--- config.mk ---
export PLATFORM = sky130hd
export DESIGN_NAME = mux_sel_sequencer
export DESIGN_NICKNAME = d
export VERILOG_FILES = /design/src/rtl/mux_seq_pkg.sv /design/src/rtl/next_chan_finder.sv /design/src/rtl/mux_sel_sequencer.sv
export SDC_FILE = /design/constraint.sdc
export NUM_CORES = 1
export LEC_CHECK = 0
export ABC_AREA = 1
export BUFFER_PORTS_ARGS = -buffer_cell sky130_fd_sc_hd__clkbuf_2
export CORE_UTILIZATION = 45
export CTS_BUF_LIST = sky130_fd_sc_hd__clkbuf_4 sky130_fd_sc_hd__clkbuf_8
export DETAILED_ROUTE_END_ITERATION = 6
export PLACE_DENSITY = 0.66
export SLEW_MARGIN = 20
export SYNTH_ARGS = -nofsm -noshare
export SYNTH_HDL_FRONTEND = slang
export SYNTH_SLANG_ARGS = --single-unit
--- constraint.sdc ---
create_clock -name clk -period 2.7 [get_ports clk]
set_input_delay 0.27 -clock clk [delete_from_list [all_inputs] [get_ports clk]]
set_output_delay 0.27 -clock clk [all_outputs]
set_load 0.02 [all_outputs]
--- src/rtl/mux_seq_pkg.sv ---
`default_nettype none
// ============================================================================
//  Module      : mux_seq_pkg
//  Description : Shared types and constants for the mux select sequencer.
//                State encoding, select width and a helper mapping a select
//                value k = {b,a} to the mux source it routes (x4..x1).
//  Revision    : 1.0 - initial release
// ============================================================================
package mux_seq_pkg;

    localparam int SEL_W = 2;

    localparam logic [1:0] ST_IDLE  = 2'd0;
    localparam logic [1:0] ST_DWELL = 2'd1;

    typedef enum logic [1:0] {
        S_IDLE  = ST_IDLE,
        S_DWELL = ST_DWELL
    } state_e;

    // Select value k routes source x(4-k): k=0 -> x4, k=3 -> x1.
    function automatic logic [2:0] sel_to_source(input logic [SEL_W-1:0] k);
        return 3'd4 - {1'b0, k};
    endfunction

endpackage : mux_seq_pkg
`default_nettype wire

--- src/rtl/next_chan_finder.sv ---
`default_nettype none
// ============================================================================
//  Module      : next_chan_finder
//  Description : Combinational channel picker for the select sequencer.
//                Given the current select k and the enable mask, returns the
//                next enabled k above the current one (wrapping to the lowest
//                enabled k), the lowest enabled k, and a wrap flag that marks
//                the end of a sweep (no enabled channel above the current).
//  Ports       : i_cur    - current select value
//                i_mask   - channel enable mask, bit k enables select k
//                o_next   - next select value in round-robin order
//                o_lowest - lowest enabled select value (0 if mask empty)
//                o_wrap   - 1 when stepping from i_cur ends the sweep
//  Revision    : 1.0 - initial release
// ============================================================================
module next_chan_finder
    import mux_seq_pkg::*;
(
    input  logic [SEL_W-1:0] i_cur,
    input  logic [3:0]       i_mask,
    output logic [SEL_W-1:0] o_next,
    output logic [SEL_W-1:0] o_lowest,
    output logic             o_wrap
);

    logic [SEL_W-1:0] w_above;
    logic             w_found;

    // Scanning downward leaves the smallest matching index in the result.
    always_comb begin
        o_lowest = '0;
        w_above  = '0;
        w_found  = 1'b0;
        for (int i = 3; i >= 0; i--) begin
            if (i_mask[i]) begin
                o_lowest = SEL_W'(i);
                if (i > int'(i_cur)) begin
                    w_above = SEL_W'(i);
                    w_found = 1'b1;
                end
            end
        end
    end

    // Nothing enabled above the current channel: this step closes the sweep
    // and the round-robin successor is the lowest enabled channel.
    assign o_wrap = ~w_found;
    assign o_next = w_found ? w_above : o_lowest;

endmodule : next_chan_finder
`default_nettype wire

--- src/rtl/mux_sel_sequencer.sv ---
`default_nettype none
// ============================================================================
//  Module      : mux_sel_sequencer
//  Description : Round-robin select generator for a 4-input mux. Scans the
//                enabled channels, holds each for a programmable dwell time
//                and strobes 'sample' in the last dwell cycle of each
//                channel. Supports single-sweep and continuous modes.
//  Ports       : clk        - system clock, rising edge
//                rst        - synchronous active-high reset
//                start      - begin a scan (honoured only when idle)
//                stop       - abort scan, idle at next edge
//                continuous - 1 = repeat sweeps, 0 = one sweep (latched)
//                chan_mask  - enabled select values (latched)
//                dwell      - cycles per channel, 0 behaves as 1 (latched)
//                a, b       - registered mux select {b,a}
//                sample     - strobe in the last dwell cycle of a channel
//                busy       - scanning
//                done       - one-cycle pulse after a single sweep ends
//  Revision    : 1.0 - initial release
// ============================================================================
module mux_sel_sequencer
    import mux_seq_pkg::*;
#(
    parameter int DWELL_W = 8
)(
    input  logic               clk,
    input  logic               rst,
    input  logic               start,
    input  logic               stop,
    input  logic               continuous,
    input  logic [3:0]         chan_mask,
    input  logic [DWELL_W-1:0] dwell,
    output logic               a,
    output logic               b,
    output logic               sample,
    output logic               busy,
    output logic               done
);

    // ------------------------------------------------------------------
    // State and configuration registers
    // ------------------------------------------------------------------
    state_e             r_state,  w_state_nx;
    logic [SEL_W-1:0]   r_sel,    w_sel_nx;
    logic [DWELL_W-1:0] r_cnt,    w_cnt_nx;
    logic [DWELL_W-1:0] r_dwell,  w_dwell_nx;
    logic [3:0]         r_mask,   w_mask_nx;
    logic               r_cont,   w_cont_nx;
    logic               r_done,   w_done_nx;
    // Armed: start has been accepted and configuration latched; the first
    // channel is driven on the following edge. Lives inside IDLE, so busy
    // stays low for this one cycle.
    logic               r_arm,    w_arm_nx;

    logic [SEL_W-1:0]   w_next;
    logic [SEL_W-1:0]   w_lowest;
    logic               w_wrap;
    logic               w_last;
    logic [DWELL_W-1:0] w_dwell_eff;

    next_chan_finder u_finder (
        .i_cur    (r_sel),
        .i_mask   (r_mask),
        .o_next   (w_next),
        .o_lowest (w_lowest),
        .o_wrap   (w_wrap)
    );

    assign w_dwell_eff = (dwell == '0) ? DWELL_W'(1) : dwell;

    // Counter runs 1..D, so equality with the latched dwell marks cycle D.
    assign w_last = (r_cnt == r_dwell);

    // ------------------------------------------------------------------
    // State register
    // ------------------------------------------------------------------
    always_ff @(posedge clk) begin
        if (rst) begin
            r_state <= S_IDLE;
            r_sel   <= '0;
            r_cnt   <= '0;
            r_dwell <= '0;
            r_mask  <= '0;
            r_cont  <= 1'b0;
            r_done  <= 1'b0;
            r_arm   <= 1'b0;
        end else begin
            r_state <= w_state_nx;
            r_sel   <= w_sel_nx;
            r_cnt   <= w_cnt_nx;
            r_dwell <= w_dwell_nx;
            r_mask  <= w_mask_nx;
            r_cont  <= w_cont_nx;
            r_done  <= w_done_nx;
            r_arm   <= w_arm_nx;
        end
    end

    // ------------------------------------------------------------------
    // Next-state logic
    // ------------------------------------------------------------------
    always_comb begin
        w_state_nx = r_state;
        w_sel_nx   = r_sel;
        w_cnt_nx   = r_cnt;
        w_dwell_nx = r_dwell;
        w_mask_nx  = r_mask;
        w_cont_nx  = r_cont;
        w_done_nx  = 1'b0;
        w_arm_nx   = r_arm;

        case (r_state)
            S_IDLE: begin
                if (stop) begin
                    // Stop beats start and cancels a pending arm.
                    w_arm_nx = 1'b0;
                end else if (r_arm) begin
                    w_arm_nx   = 1'b0;
                    w_state_nx = S_DWELL;
                    w_sel_nx   = w_lowest;
                    w_cnt_nx   = DWELL_W'(1);
                end else if (start && (chan_mask != 4'b0000)) begin
                    w_arm_nx   = 1'b1;
                    w_mask_nx  = chan_mask;
                    w_dwell_nx = w_dwell_eff;
                    w_cont_nx  = continuous;
                end
            end

            S_DWELL: begin
                if (stop) begin
                    w_state_nx = S_IDLE;
                    w_cnt_nx   = '0;
                end else if (w_last) begin
                    if (w_wrap && !r_cont) begin
                        // Single sweep finished; select holds last channel.
                        w_state_nx = S_IDLE;
                        w_cnt_nx   = '0;
                        w_done_nx  = 1'b1;
                    end else begin
                        // On wrap the finder already returns the lowest k.
                        w_sel_nx = w_next;
                        w_cnt_nx = DWELL_W'(1);
                    end
                end else begin
                    w_cnt_nx = r_cnt + DWELL_W'(1);
                end
            end

            default: begin
                w_state_nx = S_IDLE;
                w_arm_nx   = 1'b0;
                w_cnt_nx   = '0;
            end
        endcase
    end

    // ------------------------------------------------------------------
    // Outputs
    // ------------------------------------------------------------------
    assign a      = r_sel[0];
    assign b      = r_sel[1];
    assign busy   = (r_state == S_DWELL);
    assign sample = busy && w_last;
    assign done   = r_done;

endmodule : mux_sel_sequencer
`default_nettype wire

==> results.rst <==
.. list-table::
   :header-rows: 1

   * - Metric
     - Value
   * - Height of the die
     - 56.4 um
   * - CP Class
     - flip-flop to primary output
   * - Core area
     - 2780 sq um
   * - WHS Path Cells
     - 3
   * - Area of placed instances
     - 1440 sq um
   * - Number of buffers inserted during clock tree synthesis
     - 3
   * - Total of buffers placed on input and output ports
     - 21
   * - Netlist area before placement
     - 1330 sq um
   * - Highest achievable clock rate
     - 0.556 GHz
   * - Endpoint of the worst-slack reg-to-reg timing path
     - r_cnt[6]$_SDFFE_PP0P_
   * - Most common library cell in the layout ignoring fill and taps
     - sky130_fd_sc_hd__nand2_1
   * - DRC violation total after the first TritonRoute iteration
     - 29
   * - Number of endpoints with negative hold slack in the final report
     - 0
   * - Leading area contributor after synthesis
     - sky130_fd_sc_hd__dfxtp_1
   * - Arrival time of data at the critical path endpoint
     - approximately 1500 ps
   * - Number of cells traversed by the worst register-to-register path
     - 7
   * - Die Footprint
     - 3180 sq um
   * - Required time at the endpoint of the critical path
     - about 2400 ps
   * - Die extent in x
     - 56.4 um
   * - DP HPWL
     - 2.08 mm
   * - Least-Margin Pin Slew
     - 420 ps
   * - Slew margin rel.
     - 0.719
   * - Sum Neg Setup Slack
     - 0 ps
   * - Outcome
     - completed
   * - Congestion Overflow GR
     - 0
   * - Vias per cell
     - 4.95
   * - Final critical-path share of the clock period
     - 0.667
   * - First-pass iteration count of the detailed router
     - 4
   * - Clock Pin Slew Worst Setup and Hold Paths
     - 140 ps
   * - Fill cell count
     - 291
   * - DRC violations left
     - 0
   * - Setup slack, reg-to-reg
     - 1160 ps
   * - Setup clock skew after layout
     - 5.29 ps
   * - Syn_area_per_cell
     - 6.83 sq um
   * - Clock Root Buffer
     - sky130_fd_sc_hd__clkbuf_4
   * - Overall routing resource usage
     - 0.177
   * - # setup viols final
     - 0
   * - Final Max Tran Viols
     - 0
   * - Total Nets Final
     - 235
   * - FF/Latch Area
     - 520 sq um
   * - Hold Path End
     - r_dwell[0]$_SDFFE_PP0P_
   * - Clock network latency to the later pin of the worst-skew pair
     - 320 ps
   * - Hold Path Class
     - primary input to flip-flop
   * - Reg-to-Reg Start
     - r_state[0]$_SDFFE_PP0P_
   * - Worst-path fanout max
     - 5
   * - Pwr per Cell Area
     - between 400 and 500 nW/um^2
   * - Flops & latches, synth
     - 26
   * - Library cells used by synthesis
     - 25
   * - Post-layout util
     - 0.532
   * - Static power due to leakage
     - 0.642 nW
   * - Routability congestion estimate
     - 0.786
   * - Total I/O pin count
     - 22
   * - Wire length after detailed routing
     - approximately 2.6 mm
   * - Syn Inst Count
     - slightly below 200
   * - Maximum number of pins on one net before global-route repair
     - 19
   * - Resize count post-CTS
     - 0
   * - Maximum root-to-sink buffer count
     - 2
   * - Post-CTS setup repair buffer count
     - 0
   * - Clock tree from TritonCTS
     - yes
   * - Synth Net Count
     - approximately 210
   * - Sum of internal, switching and leakage power
     - 726 uW
   * - CTS HTree Levels
     - 1
   * - Highest-count cells in the layout ignoring fill and taps
     - sky130_fd_sc_hd__nand2_1 (48), sky130_fd_sc_hd__nor2_1 (33), sky130_fd_sc_hd__dfxtp_1 (26)
   * - Primary flip-flop cell chosen by synthesis mapping
     - sky130_fd_sc_hd__dfxtp_1
   * - Worst ir drop on vdd
     - 392 uV
   * - Number of flops mapped to enable cells by yosys
     - 0
   * - Layout cells sized above 1
     - 0.162
   * - Synth-to-Final Area Change
     - 11.2%
   * - Number of cell rows
     - 19
   * - Number of vias after detailed routing
     - between 1000 and 1500
   * - Final design instance area without fill
     - around 1500 sq um
   * - WL per Instance
     - 10.5 um
   * - Antenna Diode Count
     - 0
   * - Element type at the critical path end
     - primary output
   * - Initial antenna violation count
     - 0
   * - Min Clock Period, post-route
     - 1800 ps
   * - Initial core utilization
     - 0.479
   * - RSZ-0062 raised after global routing
     - no
   * - Via count of the first global-routing pass
     - 1055
   * - Number of warnings issued by yosys
     - 0
   * - Post-synthesis async set-or-reset flop share
     - 0
   * - Clock tree sinks
     - 26
   * - Area of combinational cells with multiple inputs
     - about 700 sq um
   * - Max cap viols
     - 0
   * - First-pass GRT wire length
     - 4.52 mm
   * - Sequential fraction of the synthesis area
     - 0.391
   * - Share of the synthesized area in the top cell type
     - 0.391
   * - Largest cells by area after synthesis
     - sky130_fd_sc_hd__dfxtp_1 (39%), sky130_fd_sc_hd__nand2_1 (14%), sky130_fd_sc_hd__nor2_1 (9.3%)
   * - Final-layout worst hold slack
     - about 170 ps
   * - Min-delay src
     - dwell[0]
   * - Element type at the critical path start
     - flip-flop
   * - Post-route antenna net violation count
     - 0
   * - Hold-fix buffers, CTS
     - 0
-- per-layer routing --
metal / share of wire / track usage
met1: 0.51 / 0.251
met5: 0 / 0
met4: 0.010 / 0.0418
met2: 0.43 / 0.282
met3: 0.046 / 0.0276
-- state kept, by name, summed over array words and instances, names as in the netlist --
register  count
r_arm         1
r_mask        4
r_cont        1
done          1
r_state       1
r_sel         2
r_dwell       8
r_cnt         8
-- stage by stage --
step,worst slack [ps],instances
2_1_floorplan,1280,195
3_3_place_gp,1250,243
3_5_place_dp,1160,243
4_1_cts,879,247
5_1_grt,796,247
6_report,900,247
-- critical path: stages (launching register included) --
cell	delay [ps]
sky130_fd_sc_hd__dfxtp_1	460
sky130_fd_sc_hd__xnor2_1	140
sky130_fd_sc_hd__nand2_1	60
sky130_fd_sc_hd__nor2_1	170
sky130_fd_sc_hd__nand2_2	100
sky130_fd_sc_hd__nor2_1	100
sky130_fd_sc_hd__clkbuf_2	170
-- area by class of cell --
| cell class | count | share of cell area |
|---|---|---|
| tap | 31 | 0.0262 |
| timing repair buffer | 21 | 0.0710 |
| sequential | 26 | 0.352 |
| inverter | 21 | 0.0533 |
| multi-input combinational | 144 | 0.473 |
| clock buffer | 4 | 0.0245 |
-- power by group --
group	internal, mW	switching, mW	leakage (nW)
registers	0.401	0.0155	0.212
clock network	0.0825	0.115	0.0210
logic	0.0444	0.0678	0.409
-- worst max path at each step --
stage	start	end	slack, ps	cells past startpoint
2_1_floorplan	r_state[0]$_SDFFE_PP0P_	r_cnt[6]$_SDFFE_PP0P_	1280	8
3_3_place_gp	r_state[0]$_SDFFE_PP0P_	r_cnt[6]$_SDFFE_PP0P_	1250	7
3_5_place_dp	r_state[0]$_SDFFE_PP0P_	r_cnt[6]$_SDFFE_PP0P_	1160	7
4_1_cts	r_cnt[3]$_SDFFE_PP0P_	sample	880	6
5_1_grt	r_cnt[6]$_SDFFE_PP0P_	sample	800	6
6_report	r_cnt[3]$_SDFFE_PP0P_	sample	900	6
-- Yosys cell counts (2+ instances only) --
| cell | number |
|---|---|
| sky130_fd_sc_hd__xor2_1 | 2 |
| sky130_fd_sc_hd__nand2_1 | 48 |
| sky130_fd_sc_hd__dfxtp_1 | 26 |
| sky130_fd_sc_hd__a21oi_1 | 14 |
| sky130_fd_sc_hd__nor3_1 | 3 |
| sky130_fd_sc_hd__o21ai_0 | 13 |
| sky130_fd_sc_hd__nand3_1 | 12 |
| sky130_fd_sc_hd__xnor2_1 | 5 |
| sky130_fd_sc_hd__inv_1 | 19 |
| sky130_fd_sc_hd__nand4_1 | 2 |
| sky130_fd_sc_hd__nor2_1 | 33 |
| sky130_fd_sc_hd__inv_2 | 2 |
| sky130_fd_sc_hd__buf_6 | 2 |
| sky130_fd_sc_hd__nand2_2 | 2 |
| sky130_fd_sc_hd__nor4_1 | 2 |
-- cells by family (layout without fill, tap and decap cells) --
| kind of cell | after synthesis | count (layout) | synth area share |
|---|---|---|---|
| adder cells (fa/ha/maj) | 1 | 1 | 0.00940 |
| AO/OA/AOI/OAI | 29 | 29 | 0.123 |
| buffers and inverters | 25 | 46 | 0.0827 |
| XOR/XNOR | 7 | 7 | 0.0461 |
| AND/OR/NAND/NOR | 107 | 107 | 0.348 |
| flip-flops | 26 | 26 | 0.391 |
Power figures use the tool's default switching activity.
